$ cat src/rtl/dly_tap_pkg.sv
// rtl/dly_tap_pkg.sv - shared state type and saturating tap step for the delay tap bank
package dly_tap_pkg;

    typedef enum logic [0:0] {
        IDLE   = 1'b0,
        SETTLE = 1'b1
    } dly_state_t;

    // Widest tap register the step helper supports; callers pass their real width.
    localparam int DLY_TAP_W_MAX = 16;

    function automatic logic [DLY_TAP_W_MAX-1:0] dly_sat_step(
        input logic [DLY_TAP_W_MAX-1:0] value,
        input logic                     incdec,
        input int                       tap_w
    );
        logic [DLY_TAP_W_MAX-1:0] top_val;
        top_val = DLY_TAP_W_MAX'((32'd1 << tap_w) - 32'd1);
        if (incdec) begin
            return (value == top_val) ? value : value + DLY_TAP_W_MAX'(1);
        end
        return (value == '0) ? value : value - DLY_TAP_W_MAX'(1);
    endfunction

endpackage

$ cat src/rtl/dly_settle_timer.sv
// rtl/dly_settle_timer.sv - settle window down-counter with busy level and done pulse
module dly_settle_timer
    import dly_tap_pkg::*;
#(
    parameter int SETTLE_CYC = 4
) (
    input  logic CLK,
    input  logic RST,
    input  logic start,
    output logic busy,
    output logic done
);

    localparam int CNT_W = $clog2(SETTLE_CYC + 1);

    dly_state_t       state;
    logic [CNT_W-1:0] cnt;

    always_ff @(posedge CLK) begin
        if (RST) begin
            state <= IDLE;
            cnt   <= '0;
            done  <= 1'b0;
        end else begin
            done <= 1'b0;
            case (state)
                IDLE: begin
                    if (start) begin
                        state <= SETTLE;
                        cnt   <= CNT_W'(SETTLE_CYC - 1);
                    end
                end
                SETTLE: begin
                    // done lands in the first IDLE cycle, alongside busy dropping
                    if (cnt == '0) begin
                        state <= IDLE;
                        done  <= 1'b1;
                    end else begin
                        cnt <= cnt - CNT_W'(1);
                    end
                end
                default: state <= IDLE;
            endcase
        end
    end

    assign busy = (state == SETTLE);

endmodule

$ cat src/rtl/dly_tap_bank.sv
// rtl/dly_tap_bank.sv - per-channel delay tap registers with load/step, settle handshake and readback
module dly_tap_bank
    import dly_tap_pkg::*;
#(
    parameter int NUM_CH     = 20,
    parameter int TAP_W      = 6,
    parameter int ADDR_W     = 5,
    parameter int SETTLE_CYC = 4,
    parameter int INIT_TAP   = 0
) (
    input  logic                    CLK,
    input  logic                    RST,
    input  logic [ADDR_W-1:0]       DLY_ADDR,
    input  logic                    DLY_LOAD,
    input  logic [TAP_W-1:0]        DLY_LOAD_VAL,
    input  logic                    DLY_ADJ,
    input  logic                    DLY_INCDEC,
    output logic                    DLY_BUSY,
    output logic                    DLY_DONE,
    output logic                    DLY_ERR,
    output logic [TAP_W-1:0]        DLY_TAP_VALUE,
    output logic [NUM_CH*TAP_W-1:0] DLY_TAP_BUS
);

    logic [TAP_W-1:0] taps [NUM_CH];
    logic [TAP_W-1:0] sel_tap;
    logic [TAP_W-1:0] new_tap;
    logic [TAP_W-1:0] tap_value_q;
    logic             err_q;
    logic             busy;
    logic             cmd;
    logic             addr_ok;
    logic             accept;

    always_comb begin
        sel_tap = '0;
        for (int k = 0; k < NUM_CH; k++) begin
            if (DLY_ADDR == ADDR_W'(k)) begin
                sel_tap = taps[k];
            end
        end
    end

    assign addr_ok = ({1'b0, DLY_ADDR} < (ADDR_W + 1)'(NUM_CH));
    assign cmd     = DLY_LOAD | DLY_ADJ;
    assign accept  = !busy && cmd && addr_ok;

    // LOAD outranks ADJ when both are asserted
    always_comb begin
        new_tap = sel_tap;
        if (DLY_LOAD) begin
            new_tap = DLY_LOAD_VAL;
        end else begin
            new_tap = TAP_W'(dly_sat_step(DLY_TAP_W_MAX'(sel_tap), DLY_INCDEC, TAP_W));
        end
    end

    always_ff @(posedge CLK) begin
        if (RST) begin
            for (int k = 0; k < NUM_CH; k++) begin
                taps[k] <= TAP_W'(INIT_TAP);
            end
            tap_value_q <= '0;
            err_q       <= 1'b0;
        end else begin
            err_q <= !busy && cmd && !addr_ok;
            for (int k = 0; k < NUM_CH; k++) begin
                if (accept && (DLY_ADDR == ADDR_W'(k))) begin
                    taps[k] <= new_tap;
                end
            end
            // readback shows the post-edge value, so a same-cycle update is visible at once
            if (!addr_ok) begin
                tap_value_q <= '0;
            end else if (accept) begin
                tap_value_q <= new_tap;
            end else begin
                tap_value_q <= sel_tap;
            end
        end
    end

    dly_settle_timer #(
        .SETTLE_CYC(SETTLE_CYC)
    ) u_settle_timer (
        .CLK  (CLK),
        .RST  (RST),
        .start(accept),
        .busy (busy),
        .done (DLY_DONE)
    );

    for (genvar k = 0; k < NUM_CH; k++) begin : g_bus
        assign DLY_TAP_BUS[k*TAP_W +: TAP_W] = taps[k];
    end

    assign DLY_BUSY      = busy;
    assign DLY_ERR       = err_q;
    assign DLY_TAP_VALUE = tap_value_q;

endmodule
$ cat config.mk
export PLATFORM = sky130hd
export DESIGN_NAME = dly_tap_bank
export DESIGN_NICKNAME = d
export VERILOG_FILES = /design/src/rtl/dly_tap_pkg.sv /design/src/rtl/dly_settle_timer.sv /design/src/rtl/dly_tap_bank.sv
export SDC_FILE = /design/constraint.sdc
export NUM_CORES = 1
export LEC_CHECK = 0
export ABC_AREA = 1
export CORE_ASPECT_RATIO = 0.9
export CORE_MARGIN = 2
export CORE_UTILIZATION = 30
export CTS_CLUSTER_DIAMETER = 80
export DETAILED_ROUTE_END_ITERATION = 16
export GPL_TIMING_DRIVEN = 0
export MAX_ROUTING_LAYER = met4
export PLACE_DENSITY = 0.55
export SLEW_MARGIN = 0
export SYNTH_ARGS = -nofsm -noshare
export SYNTH_HDL_FRONTEND = slang
export SYNTH_SLANG_ARGS = --single-unit
$ cat constraint.sdc
create_clock -name CLK -period 3.45 [get_ports CLK]
set_input_delay 0.5175 -clock CLK [delete_from_list [all_inputs] [get_ports CLK]]
set_output_delay 0.5175 -clock CLK [all_outputs]
set_load 0.02 [all_outputs]
==> metrics.cfg <==
[synthesis]
syn_area_um2=6560
ys.warnings.count=0
netlist_instances=723
synth_cell_types=37
yosysTopAreaCell=edfxtp_1
netlist.area_leader.share_pct=55.0
synth.area.top_cells=edfxtp_1, nand2_1, nor2_1
ys_ff_latch=132
syn-num-nets=743
avgSynthCellArea_um2=9.07
synth_seq_area_share_pct=58.6

[clocking]
numCtsBuffers=17
ctsHtreeMaxLevel=4
root_buffer=clkbuf_16
cts_tree=yes
clkTransAtPathRegs_ns=0.06
cts.sinks=132
insertion_delay_ns=0.43
cts_buffer_depth=2

[power_and_ir_drop]
power.total_mw=4.59
p_per_area_nw_per_um2=451
power_frac_seq_pct=40.8
peakVddDrop_v=0.000272
swShare_pct=27.8
comb_power_share_pct=19.5
p_leak_nw=3.94
clock_power_share_pct=39.7
p_int_mw=3.31
switching_power_mw=1.28

[placed_design]
dp_slack_ns=-1.46
place_inst=1158
place.port_buffers=144
gp_congestion=0.862
dp_hpwl_um=15900

[setup_path]
cp_slowest_cell=nor2_2
r2r_cells=25
path_max_fanout=7
cpLargestDelayFamily=simple AND/OR/NAND/NOR gates
critPathMaxStageDelay_ns=0.30
cp-start-kind=primary input
cp.arrival_ns=3.69
path_depth=28
cp_common_cell=nand2_1
end_kind=register
critPathRequiredTime_ns=3.73
worstSetupPathType=in -> reg
worst-path-buf-inv=7

[global_routing]
overflow=0
grt_pass1_wl_um=33100
grt_max_degree=17
grt_usage_pct=20.3
grt_pass1_vias=5526
antenna_found_initial=0

[finish]
fin_util_pct=47.1
nets=960
fin_cells=1243
layout-drive-gt1-share_pct=26.8
antenna_cells=0
syn2layout_area_growth_pct=55.1

[sta]
fmax_mhz=293
fin_skew_ns=0.00969
tightest_slew_ns=0.972
rsz0062_at_grt=yes
setup_viol=0
min_period_ns=3.41
fin_tns_setup_ns=0
fin_crit_sh_pct=98.8
relSlewSlack_pct=34.5
finalMaxSlewViolations=0
fin_ws_ns=0.0401
hold_viol=0

[detailed_routing]
avgViaCountPerCell=4.77
route.vias.total=5926
drt-total-wl_um=23500
ant_nets=0
drt_pass1_iterations=5
drc=0
routedWlPerCell_um=18.9
drt_iter0_markers=580

[die]
dieArea_um2=23100
die_y_um=144
coreArea_um2=21600
rows=51
initial_utilization_pct=30.4
ios=145
die_x_um=160

[run]
max-cap-violations=0

[hold_path]
hold_path.class=reg -> reg
min_path_cells=1

[outcome]
status=finished, final reports clean

## registers in the layout, indices dropped and copies added (netlist names)
signal               count
DLY_ERR                  1
u_settle_timer.done      1
taps                   120
DLY_TAP_VALUE            6
u_settle_timer.busy      1
u_settle_timer.cnt       3
## per-layer routing
layer | vias up | share of wire [%] | GRT usage (%)
li1 | 2813 | - | -
met1 | 2847 | 45 | 28.4
met2 | 246 | 46 | 30.5
met3 | 20 | 7.6 | 4.13
met4 | 0 | 1.2 | 4.50
met5 | - | 0 | -
## worst paths after layout
kind / slack, ns / start / endpoint
worst max register to register: 0.10 / taps[0][7] / taps[2][18]
worst max-delay path: 0.04 / DLY_ADDR[3] / taps[2][18]
worst min register to register: 0.48 / u_settle_timer.cnt[0] / u_settle_timer.cnt[0]
worst min-delay path: 0.48 / u_settle_timer.cnt[0] / u_settle_timer.cnt[0]
## placed cells by master, fill, tap and decap left out, types with 13 or more instances in the layout
cell type	synthesis	final
clkbuf_16	0	22
edfxtp_1	120	120
nand2_1	191	178
nor2_1	146	86
clkdlybuf4s50_1	0	139
inv_2	17	18
buf_4	2	35
nor2_2	22	52
nand3_1	37	27
nand4_1	29	29
nand2_2	11	13
nor2_4	4	34
inv_1	65	59
## through the flow
step	hold WS (ns)	instance area [um^2]
after floorplan	0.431	6560
after global placement	0.450	8360
after detailed placement	0.458	8360
after CTS	0.472	9610
after global routing	0.484	10200
final	0.483	10200
## synthesized netlist by cell type, drive strengths merged
master	instances
o21ai	11
nor3b	1
dfxtp	12
a21oi	5
ha	4
xor2	2
o21a	1
o211ai	3
buf	11
nand2	205
nand4	32
nor4	1
nand3	40
clkbuf	3
inv	82
a31oi	1
a211oi	1
a21boi	1
edfxtp	120
nor2	172
or2	13
nor3	1
and3	1
## cell families after synthesis
kind of cell	after synthesis	synth area share (%)
AND/OR/NAND/NOR	466	32.1
flip-flops	132	58.6
buffers and inverters	96	6.13
AO/OA/AOI/OAI	23	2.06
adder cells (fa/ha/maj)	4	0.764
XOR/XNOR	2	0.267
## power groups by stage
stage                     sequential [mW]  clock, mW  combinational [mW]
after global routing                 1.88       1.90               0.945
final                                1.87       1.82               0.892
after detailed placement             1.90          0               0.650
after floorplan                      1.97          0               0.280
after CTS                            1.87       1.84               0.791
after global placement               1.91          0               0.645
## worst reg2reg max path, cell delays in order (launching register included)
cell and delay, ns:
edfxtp_1 0.41, nand3_1 0.10, nand2_1 0.06, nor2_1 0.09
nand4_1 0.11, nand2_2 0.11, nand4_1 0.13, nor2_2 0.13
nand4_1 0.12, nor2_1 0.15, nand4_1 0.17, nand2_1 0.15
nand2_4 0.09, inv_2 0.07, ha_4 0.14, nand3_4 0.07
nor2_4 0.17, nand2_4 0.09, nand2_2 0.07, nand2_1 0.07
nand2_1 0.09, nand3_2 0.11, nand2_4 0.12, nand2_8 0.08
clkbuf_16 0.20, nor2_2 0.07
## layout make-up
class | count | area, um^2
well taps | 291 | 364
flip-flops and latches | 132 | 3840
multi-input cells | 495 | 2810
plain buffers | 13 | 146
clock inverters | 14 | 160
repair buffers | 199 | 2090
clock buffers | 17 | 425
inverters | 82 | 330
fillers | 2075 | 11400
## timing repair
action	in CTS	in global routing
setup endpoints to repair	126	121
gates resized for setup	101	112
hold buffers	0	0
pin swaps	33	32
buffers inserted	37	13
cloned	2	5
Note: power is estimated with default switching activity, not from simulation.
